==> src/rtl/inv_zig_zag.sv <==
// Zig-zag to raster 8x8 reorder, ping-pong banks; INV_ZZ_TRANSPOSE_EN switches readout to column-major.
// Latency: first word valid the clock after coefficient 63 is accepted; 1 word/clock sustained.
// Backpressure: zz_i_tready low while the write bank is still full; output holds while raster_o_tready is low.
module inv_zig_zag #(
    parameter  int DCT_WIDTH       = 12,
    localparam int DCT_TDATA_WIDTH = ((DCT_WIDTH + 7) / 8) * 8
) (
    input  logic                         clk_i,
    input  logic                         rst_i,
    input  logic [DCT_TDATA_WIDTH-1:0]   zz_i_tdata,
    input  logic                         zz_i_tvalid,
    output logic                         zz_i_tready,
    input  logic                         zz_i_tuser,
    input  logic                         zz_i_tlast,
    output logic [DCT_TDATA_WIDTH-1:0]   raster_o_tdata,
    output logic [DCT_TDATA_WIDTH/8-1:0] raster_o_tstrb,
    output logic [DCT_TDATA_WIDTH/8-1:0] raster_o_tkeep,
    output logic                         raster_o_tvalid,
    input  logic                         raster_o_tready,
    output logic                         raster_o_tuser,
    output logic                         raster_o_tlast
);

    localparam logic [5:0] ZZ2R [64] = '{
        6'd0,  6'd1,  6'd8,  6'd16, 6'd9,  6'd2,  6'd3,  6'd10,
        6'd17, 6'd24, 6'd32, 6'd25, 6'd18, 6'd11, 6'd4,  6'd5,
        6'd12, 6'd19, 6'd26, 6'd33, 6'd40, 6'd48, 6'd41, 6'd34,
        6'd27, 6'd20, 6'd13, 6'd6,  6'd7,  6'd14, 6'd21, 6'd28,
        6'd35, 6'd42, 6'd49, 6'd56, 6'd57, 6'd50, 6'd43, 6'd36,
        6'd29, 6'd22, 6'd15, 6'd23, 6'd30, 6'd37, 6'd44, 6'd51,
        6'd58, 6'd59, 6'd52, 6'd45, 6'd38, 6'd31, 6'd39, 6'd46,
        6'd53, 6'd60, 6'd61, 6'd54, 6'd47, 6'd55, 6'd62, 6'd63
    };

    logic [DCT_WIDTH-1:0] bank_q [2][64];

    logic       wr_sel_q, wr_sel_d;
    logic       rd_sel_q, rd_sel_d;
    logic [1:0] full_q, full_d;
    logic [5:0] in_cnt_q, in_cnt_d;
    logic [5:0] out_cnt_q, out_cnt_d;
    logic       usr_acc_q, usr_acc_d;
    logic       lst_acc_q, lst_acc_d;
    logic [1:0] blk_usr_q, blk_usr_d;
    logic [1:0] blk_lst_q, blk_lst_d;

    logic                       wr_fire;
    logic                       rd_fire;
    logic                       rd_vld;
    logic [5:0]                 wr_addr;
    logic [5:0]                 rd_addr;
    logic [DCT_WIDTH-1:0]       rd_word;
    logic [DCT_TDATA_WIDTH-1:0] tdata_unused;

    // Only the low DCT_WIDTH bits carry the coefficient; the padding is don't-care.
    assign tdata_unused = zz_i_tdata;

    assign zz_i_tready = !full_q[wr_sel_q];
    assign wr_fire     = zz_i_tvalid && zz_i_tready;
    assign rd_vld      = full_q[rd_sel_q];
    assign rd_fire     = rd_vld && raster_o_tready;
    assign wr_addr     = ZZ2R[in_cnt_q];

`ifdef INV_ZZ_TRANSPOSE_EN
    assign rd_addr = {out_cnt_q[2:0], out_cnt_q[5:3]};
`else
    assign rd_addr = out_cnt_q;
`endif

    assign rd_word         = bank_q[rd_sel_q][rd_addr];
    assign raster_o_tvalid = rd_vld;
    assign raster_o_tdata  = rd_vld ? DCT_TDATA_WIDTH'(rd_word) : '0;
    assign raster_o_tuser  = rd_vld && blk_usr_q[rd_sel_q] && (out_cnt_q == 6'd0);
    assign raster_o_tlast  = rd_vld && blk_lst_q[rd_sel_q] && (out_cnt_q == 6'd63);
    assign raster_o_tstrb  = '1;
    assign raster_o_tkeep  = '1;

    always_comb begin
        wr_sel_d  = wr_sel_q;
        rd_sel_d  = rd_sel_q;
        full_d    = full_q;
        in_cnt_d  = in_cnt_q;
        out_cnt_d = out_cnt_q;
        usr_acc_d = usr_acc_q;
        lst_acc_d = lst_acc_q;
        blk_usr_d = blk_usr_q;
        blk_lst_d = blk_lst_q;

        if (wr_fire) begin
            in_cnt_d = in_cnt_q + 6'd1;
            if (in_cnt_q == 6'd0) begin
                usr_acc_d = zz_i_tuser;
                lst_acc_d = zz_i_tlast;
            end else begin
                lst_acc_d = lst_acc_q | zz_i_tlast;
            end
            if (in_cnt_q == 6'd63) begin
                full_d[wr_sel_q]    = 1'b1;
                blk_usr_d[wr_sel_q] = usr_acc_q;
                blk_lst_d[wr_sel_q] = lst_acc_q | zz_i_tlast;
                wr_sel_d            = !wr_sel_q;
            end
        end

        // Write and read completions always target different banks, so both may land together.
        if (rd_fire) begin
            out_cnt_d = out_cnt_q + 6'd1;
            if (out_cnt_q == 6'd63) begin
                full_d[rd_sel_q] = 1'b0;
                rd_sel_d         = !rd_sel_q;
            end
        end
    end

    always_ff @(posedge clk_i or posedge rst_i) begin
        if (rst_i) begin
            wr_sel_q  <= 1'b0;
            rd_sel_q  <= 1'b0;
            full_q    <= 2'b00;
            in_cnt_q  <= 6'd0;
            out_cnt_q <= 6'd0;
            usr_acc_q <= 1'b0;
            lst_acc_q <= 1'b0;
            blk_usr_q <= 2'b00;
            blk_lst_q <= 2'b00;
        end else begin
            wr_sel_q  <= wr_sel_d;
            rd_sel_q  <= rd_sel_d;
            full_q    <= full_d;
            in_cnt_q  <= in_cnt_d;
            out_cnt_q <= out_cnt_d;
            usr_acc_q <= usr_acc_d;
            lst_acc_q <= lst_acc_d;
            blk_usr_q <= blk_usr_d;
            blk_lst_q <= blk_lst_d;
        end
    end

    always_ff @(posedge clk_i) begin
        if (wr_fire) begin
            bank_q[wr_sel_q][wr_addr] <= zz_i_tdata[DCT_WIDTH-1:0];
        end
    end

endmodule

==> config.mk <==
export PLATFORM = sky130hd
export DESIGN_NAME = inv_zig_zag
export DESIGN_NICKNAME = d
export VERILOG_FILES = /design/src/rtl/inv_zig_zag.sv
export SDC_FILE = /design/constraint.sdc
export NUM_CORES = 1
export LEC_CHECK = 0
export BUFFER_PORTS_ARGS = -buffer_cell sky130_fd_sc_hd__clkbuf_2
export CORE_MARGIN = 3
export CORE_UTILIZATION = 55
export DETAILED_ROUTE_END_ITERATION = 6
export PLACE_DENSITY = 0.71
export SLEW_MARGIN = 30
export SYNTH_ARGS = -nofsm -noshare
export SYNTH_HDL_FRONTEND = slang
export SYNTH_SLANG_ARGS = --single-unit
export TNS_END_PERCENT = 100
==> constraint.sdc <==
create_clock -name clk_i -period 8 [get_ports clk_i]
set_input_delay 1.6 -clock clk_i [delete_from_list [all_inputs] [get_ports clk_i]]
set_output_delay 1.6 -clock clk_i [all_outputs]
set_load 0.01 [all_outputs]
## Yosys cells after proc, flatten, opt, wreduce, memory -nomap -nowiden

Memory sizes are Yosys's and may differ from the RTL's.
Index checks and enable logic that the tools add are counted.

- Register bits: 22
- Latch bits: 0
- Memory bits (writable): 1536
- Memory bits (read-only): 384
- Output and inout port bits: 24
- Word-level logic and storage cells: 76
- Memories: 2

Memory list:

| name | words | width | rd ports | clocked after memory_dff | write ports | line | text |
|---|---|---|---|---|---|---|---|
| bank_q | 2 | 768 | 1 | 0 | 1 | 35 | `logic [DCT_WIDTH-1:0] bank_q [2][64];` |
| (name not given) | 64 | 6 | 1 | 0 | 0 | 62 | `assign wr_addr = ZZ2R[in_cnt_q];` |

- Add/subtract/negate cells: 2
- Multiply operators: 0
- Div/mod/pow operators: 0
- $lt $le $gt $ge: 8
- Equality and inequality tests: 2
- Shifts and indexed selects: 0
- Multiplexer cells: 29
- Bitwise logic cells: 7
- Reduce and logical (&&, ||, !) cells: 17

Operators by type and width:

| operator | count |
|---|---|
| $mux W768 | 1 |
| $bmux W12 S6 | 1 |
| $demux W12 S6 | 1 |
| $mux W12 | 4 |
| $ge A7 B7 Y1 const B | 3 |
| $not A6 Y7 | 3 |
| $add A6 B1 Y6 const B | 2 |
| $eq A6 B6 Y1 const B | 2 |
| $logic_not A6 Y1 | 2 |
| $mux W1 | 12 |
| $mux W6 | 2 |
| $logic_and A1 B1 Y1 | 9 |
| $mux W2 | 4 |
| $lt A7 B1 Y1 const B | 1 |
| $reduce_and A2 Y1 | 3 |
| $bwmux W2 | 2 |
| $lt A1 B2 Y1 const B | 2 |
| $logic_not A1 Y1 | 3 |
| $and A2 B2 Y2 | 1 |
| $demux W1 S1 | 2 |
| $ge A1 B1 Y1 const B | 2 |
| $not A2 Y2 | 1 |
| $or A2 B2 Y2 | 1 |
| $or A1 B1 Y1 | 1 |

## Logic depth before layout (Yosys ltp)

Gate-level depths: netlist of run 1.

- Depth in word-level cells: 10
- Mapped depth: 12
- Gate-level depth less buffers: 9

## Worst setup path before layout of run 1

No wires, ideal clock.

- Kind: reg2out
- From: register rd_sel_q
- To: output raster_o_tdata[11]
- Arrival: 2.415 ns
- Path slack: 3.985 ns
- Stages on the path, launching flop included: 9
- Buffers on the path: 4
- Cells stage by stage: dfrtp_1 > buf_6 > buf_4 > buf_4 > buf_2 > mux4_2 > a22oi_1 > o211ai_1 > o311a_1

- Word-level cells in the longest chain between the ends: 5
- Elaborated cells between the ends (all ways): 7
- Those cells by class: 6 x mux; 1 x memory

RTL lines:

| item | line | text |
|---|---|---|
| start: declaration | 38 | `logic rd_sel_q, rd_sel_d;` |
| start signal: assignment | 128 | `rd_sel_q <= rd_sel_d;` |
| $mem_v2 Z2 W768 | n/a |  |
| $bmux W12 S6 | 70 | `assign rd_word = bank_q[rd_sel_q][rd_addr];` |
| $mux W12 (implied by the code) (2 in series) | 70 |  |
| $mux W12 * | 72 | `assign raster_o_tdata = rd_vld ? DCT_TDATA_WIDTH'(rd_word) : '0;` |
| end: declaration | 15 | `output logic [DCT_TDATA_WIDTH-1:0] raster_o_tdata,` |

Every way passes the cells marked *; elsewhere a longest branch is shown, timed or not. The select of a mux whose other input is x is not followed.

## Worst setup path in the final report of run 1

- From: register out_cnt_q[1]
- To: output raster_o_tdata[6]

- Word-level cells in the longest chain between the ends: 5

RTL lines:

| item | line | text |
|---|---|---|
| start: declaration | 41 | `logic [5:0] out_cnt_q, out_cnt_d;` |
| start signal: assignment | 131 | `out_cnt_q <= out_cnt_d;` |
| $not A6 Y7 (implied by the code) | 70 |  |
| $bmux W12 S6 | 70 |  |
| $mux W12 (implied by the code) (2 in series) | 70 |  |
| $mux W12 | 72 |  |

Every way passes these cells. The select of a mux whose other input is x is not followed.

==> summary.txt, run 1 <==
Power and ir drop
  • Fraction of power consumed by combinational cells: 10.9%
  • Fraction of power consumed by the clock network: 37.5%
  • Overall power after layout: 18.4 mW
  • Net switching power: 4.68 mW
  • Worst vdd ir: 367 uV
  • Cell internal power dissipation: 13.7 mW
  • Total power per unit cell area: 265 nW/um^2
  • Total leakage power: 21.3 nW
  • Switching power as a share of total power: 25.5%
  • Sequential group share of total power: 51.5%

Worst setup path
  • CP max FO: 34
  • Cell Chain, Critical Path: clkinv_2 > buf_4 > a21oi_1 > a221oi_1 > a21oi_1 > o311a_1 > nor3_1 > clkbuf_2
  • Type of the worst setup path: flip-flop to output port
  • Largest stage delay, worst path: 0.70 ns
  • Kind of start point of the critical path: flip-flop
  • Worst path required time: 6.40 ns
  • Bufs and invs on worst path: 3
  • Stages on worst setup path: 8
  • Cell repeated most along the worst path: a21oi_1
  • Critical path's top delay family: buffers and inverters
  • Worst Reg-to-Reg Cells: 7
  • Worst path slowest cell: clkinv_2
  • Arrival @ worst endpoint: 4.95 ns
  • Endpoint type of the worst setup path: output port

Synth
  • Dominant cells by area after synthesis: edfxtp_1, mux4_2, mux2i_1
  • Cell type with the largest total area after synthesis: edfxtp_1
  • Post-Syn Area: 61900 sq um
  • Flops & latches, synth: 1558
  • Synth warn: 0
  • Async set-reset flop share out of synthesis: 1.41%
  • Number of enable flip-flop cells after synthesis: 1536
  • Top-area cell type share of the netlist area: 74.5%
  • Top FF cell, synth: edfxtp_1
  • Post-Synthesis Mean Instance Area: 20.6 sq um
  • Gate count after technology mapping: 3011
  • Post-synthesis sequential area ratio: 75.4%
  • Count of cell types in the netlist: 75

Finish
  • Layout overhead on the synthesized area: 12.0%
  • NumNets Final: 3161
  • Most common cell after layout, fill and taps aside: edfxtp_1
  • Core utilization of the finished layout: 62.4%
  • Highest-count cells in the layout ignoring fill and taps: edfxtp_1, mux4_2, nand2_1
  • Fraction of layout instances using a drive strength above 1: 26.7%

Clock tree
  • Number of clock buffers inserted by TritonCTS: 153
  • Number of buffers added to fix hold violations after cts: 0
  • Clk sink count: 1558
  • Clk slew on worst S/H paths: 0.06 ns
  • CTS root buffer: clkbuf_16
  • TritonCTS clock tree: yes
  • CTS max path bufs: 3
  • H-Tree Level Count: 4
  • Clock latency of the later-clocked register in the worst-skew pair: 0.76 ns
  • Total of cells resized after clock tree synthesis: 0
  • Number of buffers inserted to repair setup after CTS: 0

Min path
  • Depth of the worst hold-timing path: 1
  • Hold/Removal Path Class: flip-flop to flip-flop

Global route
  • Total Routing Usage GR: 25.6%
  • Antenna violations before repair: 3
  • Maximum number of pins on one net before global-route repair: 124
  • Number of global-route vias before repair: 31545
  • Final global-route overflow total: 0
  • First-pass GRT wire length: 216 mm

Placement
  • Detailed-placement wirelength estimate: 86.6 mm
  • Number of port buffers: 33
  • Gp weighted congestion: 0.844
  • Pre-CTS setup slack: 2.14 ns

STA
  • Setup repair after global routing missed its margin: false
  • Setup TNS after final layout: 0 ns
  • Worst slew margin relative to its limit: 23.6%
  • Ratio of final minimum period to clock period: 81.9%
  • Final number of hold-violating endpoints: 0
  • Number of pins exceeding their max-slew limit in the final report: 0
  • Clock Skews: 0.0278 ns
  • FMAX: 153 MHz
  • Setup-violating endpoint count in the final report: 0
  • Transition time at the pin with the least slew margin: 1.12 ns
  • Final Critical Period: 6.55 ns
  • Final Worst Setup Slack: 1.45 ns

Floorplanning
  • Die ar.: 117000 sq um
  • Starting density of the core: 55.7%
  • Placeable core area: 111000 sq um
  • Number of standard-cell rows in the floorplan: 122
  • Count of pins on the block boundary: 46
  • Die outline width: 341 microns
  • Overall die height: 341 microns

Detailed routing
  • Post-DR vias/cell: 6.56
  • Number of nets with antenna violations after routing: 0
  • Via count: 31031
  • DRC Markers: 0
  • Iteration-0 DRC count of the detailed router: 3983
  • Wire length per cell after detailed routing: 31.0 microns
  • Pre-Repair DR Iteration Count: 6
  • Final routed wirelength across all metal layers: 147 mm

Run
  • Max cap viols: 0

Run status
  • Result of the run: complete, no violations
Yosys cell counts (8+ instances only):
library cell,n
ha_1,18
a221oi_1,13
dfrtp_1,22
buf_2,48
nand3b_1,8
a311oi_1,24
and3_1,15
inv_1,12
buf_8,8
buf_1,10
edfxtp_1,1536
mux4_2,349
o211ai_1,20
o22ai_1,14
nor3_1,98
nor2_1,68
o221ai_1,12
buf_4,33
o21ai_0,29
a211oi_1,12
xnor2_1,11
nand2_1,155
a21oi_1,45
clkbuf_1,76
buf_6,15
a22oi_1,32
mux2_2,33
and2_1,13
nand3_1,38
mux2i_1,134
a31oi_1,11
sequential cells by signal, indices dropped and copies added (netlist names), 2 cells and up:
| signal | flops |
|---|---|
| bank_q | 1536 |
| blk_lst_q | 2 |
| blk_usr_q | 2 |
| full_q | 2 |
| in_cnt_q | 6 |
| out_cnt_q | 6 |
routing by layer:
metal | vias to the layer above | GRT usage [%] | part of all wire (%)
li1 | 12746 | - | -
met1 | 16329 | 36.9 | 39
met2 | 1690 | 39.6 | 48
met3 | 264 | 5.41 | 9.9
met4 | 2 | 9.05 | 3.4
met5 | - | 0 | 0.0089
final timing paths:
path	slack [ns]	startpoint	endpoint
setup / recovery	1.45	out_cnt_q[1]$_DFFE_PP0P_	raster_o_tdata[6]
hold / removal	0.49	lst_acc_q$_DFFE_PP0N_	lst_acc_q$_DFFE_PP0N_
setup reg to reg	2.98	in_cnt_q[2]$_DFFE_PP0N_	bank_q[0][132]$_DFFE_PP_
hold reg to reg	0.49	lst_acc_q$_DFFE_PP0N_	lst_acc_q$_DFFE_PP0N_
max in group asynchronous	6.69	rst_i	rd_sel_q$_DFFE_PP0P_
min in group asynchronous	0.88	rst_i	lst_acc_q$_DFFE_PP0N_
final cells by class:
cell class | instances | area [sq um]
Inverter | 16 | 61.3
Fill cell | 7467 | 41800
Antenna cell | 1 | 2.50
Clock inverter | 87 | 779
Sequential cell | 1558 | 46700
Tap cell | 1488 | 1860
Clock buffer | 185 | 3980
Timing Repair Buffer | 144 | 1170
Multi-Input combinational cell | 1248 | 14800
kinds of logic after synthesis:
family                   count (synthesis)  synth area share (%)
other                                    2                0.0121
multiplexers                           524                  15.8
AND/OR/NAND/NOR                        425                  3.16
buffers and inverters                  211                  2.04
flip-flops                            1558                  75.4
AO/OA/AOI/OAI                          259                  3.00
XOR/XNOR                                14                 0.198
adder cells (fa/ha/maj)                 18                 0.364
power by group through the flow:
stage	sequential [mW]	clock (mW)	combinational (mW)
after floorplan	9.55	0	0.958
after global placement	9.61	0	1.68
after detailed placement	9.63	0	1.96
after CTS	9.46	6.98	1.97
after global routing	9.49	7.29	2.10
final	9.46	6.89	2.01
worst register-to-register path, stage by stage, from the launching register on:
cell      delay, ns
dfrtp_1        0.93
inv_1          0.40
ha_1           0.32
mux2_2         0.27
mux4_2         0.54
a211oi_2       0.39
nand3_1        0.82
nor2_2         0.97
through the flow:
stage                     cell area [sq um]  cells  hold WS, ns
final                                 69300   4727        0.493
after global routing                  69300   4726        0.527
after CTS                             69300   4725        0.496
after detailed placement              64500   4453        0.473
after global placement                64000   4448        0.476
after floorplan                       61900   3017        0.458
Power figures use the tool's default switching activity.
==> run 2, diff against run 1 <==
- clock period: 8 -> 6.2 ns (I/O delays scaled with it)
==> summary.txt, run 2 (synthesis results as in run 1) <==
Run status
  • Result of the run: complete, no violations

Worst setup path
  • Endpoint type of the worst setup path: output port
  • Register-to-Register Setup Slack: 1.25 ns
  • Type of the worst setup path: flip-flop to output port
  • Arrival @ worst endpoint: 4.58 ns
  • Worst reg2reg startpoint: in_cnt_q[2]$_DFFE_PP0N_
  • Worst path required time: 4.96 ns
  • Cell Chain, Critical Path: buf_4 > mux4_1 > nand2_1 > and3_1 > a311oi_1 > a311oi_1 > a311oi_1 > buf_4 > clkbuf_2
  • Critical path's top delay family: compound AO/OA/AOI/OAI gates
  • Bufs and invs on worst path: 3
  • Worst path slowest cell: dfrtp_4
  • Worst Reg-to-Reg Cells: 8
  • Worst reg2reg path endpoint: bank_q[0][37]$_DFFE_PP_
  • Largest stage delay, worst path: 1.07 ns
  • Cell repeated most along the worst path: a311oi_1
  • Kind of start point of the critical path: flip-flop
  • CP max FO: 39
  • Stages on worst setup path: 9

Finish
  • Registers with the highest flip-flop counts: bank_q (1536), in_cnt_q (6), out_cnt_q (6)
  • Total of fill cells in the finished design: 7512
  • NumNets Final: 3214
  • Area taken by multi-input logic gates: 14600 sq um
  • Core utilization of the finished layout: 62.6%
  • Register Area: 46700 sq um
  • Layout overhead on the synthesized area: 12.5%
  • Flip-flop count of the largest register, all copies and words added: 1536
  • Most common cell after layout, fill and taps aside: edfxtp_1
  • Fraction of layout instances using a drive strength above 1: 27.3%
  • Final cell count without fillers: 4776
  • Highest-count cells in the layout ignoring fill and taps: edfxtp_1, mux4_2, buf_4
  • Most flop-heavy register: bank_q
  • Non-Filler Cell Area, Final: 69600 sq um

STA
  • Setup TNS after final layout: 0 ns
  • Final hold slack: 0.496 ns
  • Final Worst Setup Slack: 0.383 ns
  • Final Critical Period: 5.82 ns
  • Ratio of final minimum period to clock period: 93.8%
  • FMAX: 172 MHz
  • Setup repair after global routing missed its margin: false
  • Setup-violating endpoint count in the final report: 0
  • Transition time at the pin with the least slew margin: 1.03 ns
  • Clock Skews: 0.0328 ns
  • Worst slew margin relative to its limit: 31.2%
  • Number of pins exceeding their max-slew limit in the final report: 0
  • Final number of hold-violating endpoints: 0

Global route
  • First-pass GRT wire length: 216 mm
  • Total Routing Usage GR: 25.4%
  • Maximum number of pins on one net before global-route repair: 101
  • Antenna violations before repair: 1
  • Final global-route overflow total: 0
  • Number of global-route vias before repair: 31625

Floorplanning
  • Die ar.: 117000 sq um
  • Number of standard-cell rows in the floorplan: 122
  • Count of pins on the block boundary: 46
  • Placeable core area: 111000 sq um
  • Starting density of the core: 55.7%
  • Die outline width: 341 microns
  • Overall die height: 341 microns

Detailed routing
  • Post-DR vias/cell: 6.49
  • Wire length per cell after detailed routing: 30.4 microns
  • Final routed wirelength across all metal layers: 145 mm
  • Via count: 31013
  • Number of nets with antenna violations after routing: 0
  • Iteration-0 DRC count of the detailed router: 3831
  • DRC Markers: 0
  • Pre-Repair DR Iteration Count: 5

Clock tree
  • Number of clock buffers inserted by TritonCTS: 148
  • Clk slew on worst S/H paths: 0.06 ns
  • CTS root buffer: clkbuf_16
  • Number of buffers added to fix hold violations after cts: 0
  • H-Tree Level Count: 4
  • Clock latency of the later-clocked register in the worst-skew pair: 0.75 ns
  • Number of buffers inserted to repair setup after CTS: 0
  • CTS max path bufs: 3
  • Total of cells resized after clock tree synthesis: 0
  • TritonCTS clock tree: yes
  • Clk sink count: 1558

Power and ir drop
  • Worst vdd ir: 649 uV
  • Overall power after layout: 23.5 mW
  • Total power per unit cell area: 338 nW/um^2
  • Total leakage power: 21.5 nW

Placement
  • Gp weighted congestion: 0.888
  • Instance area after placement: 64800 sq um
  • Pre-CTS setup slack: 1.18 ns
  • Cell Count Post-Placement: 4511
  • Number of port buffers: 33
  • Detailed-placement wirelength estimate: 88.1 mm

Min path
  • Start point of the worst hold path: lst_acc_q$_DFFE_PP0N_
  • Terminating pin of the worst hold path: lst_acc_q$_DFFE_PP0N_
  • Depth of the worst hold-timing path: 1
  • Hold/Removal Path Class: flip-flop to flip-flop

Run
  • Max cap viols: 0
-- run 2: changes by cell type in the layout (fill, tap and decap cells not counted), moves of 2 or more --
cell        change
nor2_1         +20
clkbuf_8        +2
buf_4          +62
buf_6           -8
buf_12          +4
clkinv_4        -2
clkinv_2       -12
nor3_4         -16
clkbuf_1        -4
nor3_2         +17
nor2_2         -20
clkinvlp_4      +5
clkinv_1        +2
-- run 2: worst max path at each step --
stage,startpoint,endpoint,slack [ns]
2_1_floorplan,in_cnt_q[1]$_DFFE_PP0N_,bank_q[0][60]$_DFFE_PP_,2.37
3_3_place_gp,rd_sel_q$_DFFE_PP0P_,raster_o_tdata[11],1.02
3_5_place_dp,rd_sel_q$_DFFE_PP0P_,raster_o_tdata[10],1.18
4_1_cts,rd_sel_q$_DFFE_PP0P_,raster_o_tdata[10],0.37
5_1_grt,rd_sel_q$_DFFE_PP0P_,raster_o_tdata[3],0.24
6_report,rd_sel_q$_DFFE_PP0P_,raster_o_tdata[8],0.38
-- run 2: per-layer routing --
metal	vias to the layer above	share of wire, %	track usage [%]
met5	-	0	0
met4	0	3.2	8.84
met3	280	9.9	5.36
met2	1624	49	39.5
met1	16253	38	36.3
li1	12856	-	-
-- run 2: power by group --
part | switching, mW | internal, mW | total, mW | leakage, nW
sequential | 0.209 | 12.0 | 12.2 | 14.1
combinational | 1.91 | 0.538 | 2.45 | 5.11
clock | 3.76 | 5.06 | 8.82 | 2.31
total | 5.88 | 17.6 | 23.5 | 21.5
-- run 2: area by class of cell --
cell class,instances,area share [%]
Sequential cell,1558,67.1
Inverter,16,0.0881
Multi-Input combinational cell,1248,21.0
Clock inverter,79,1.04
Clock buffer,184,5.77
Timing Repair Buffer,202,2.35
Antenna cell,1,0.00360
Tap cell,1488,2.68
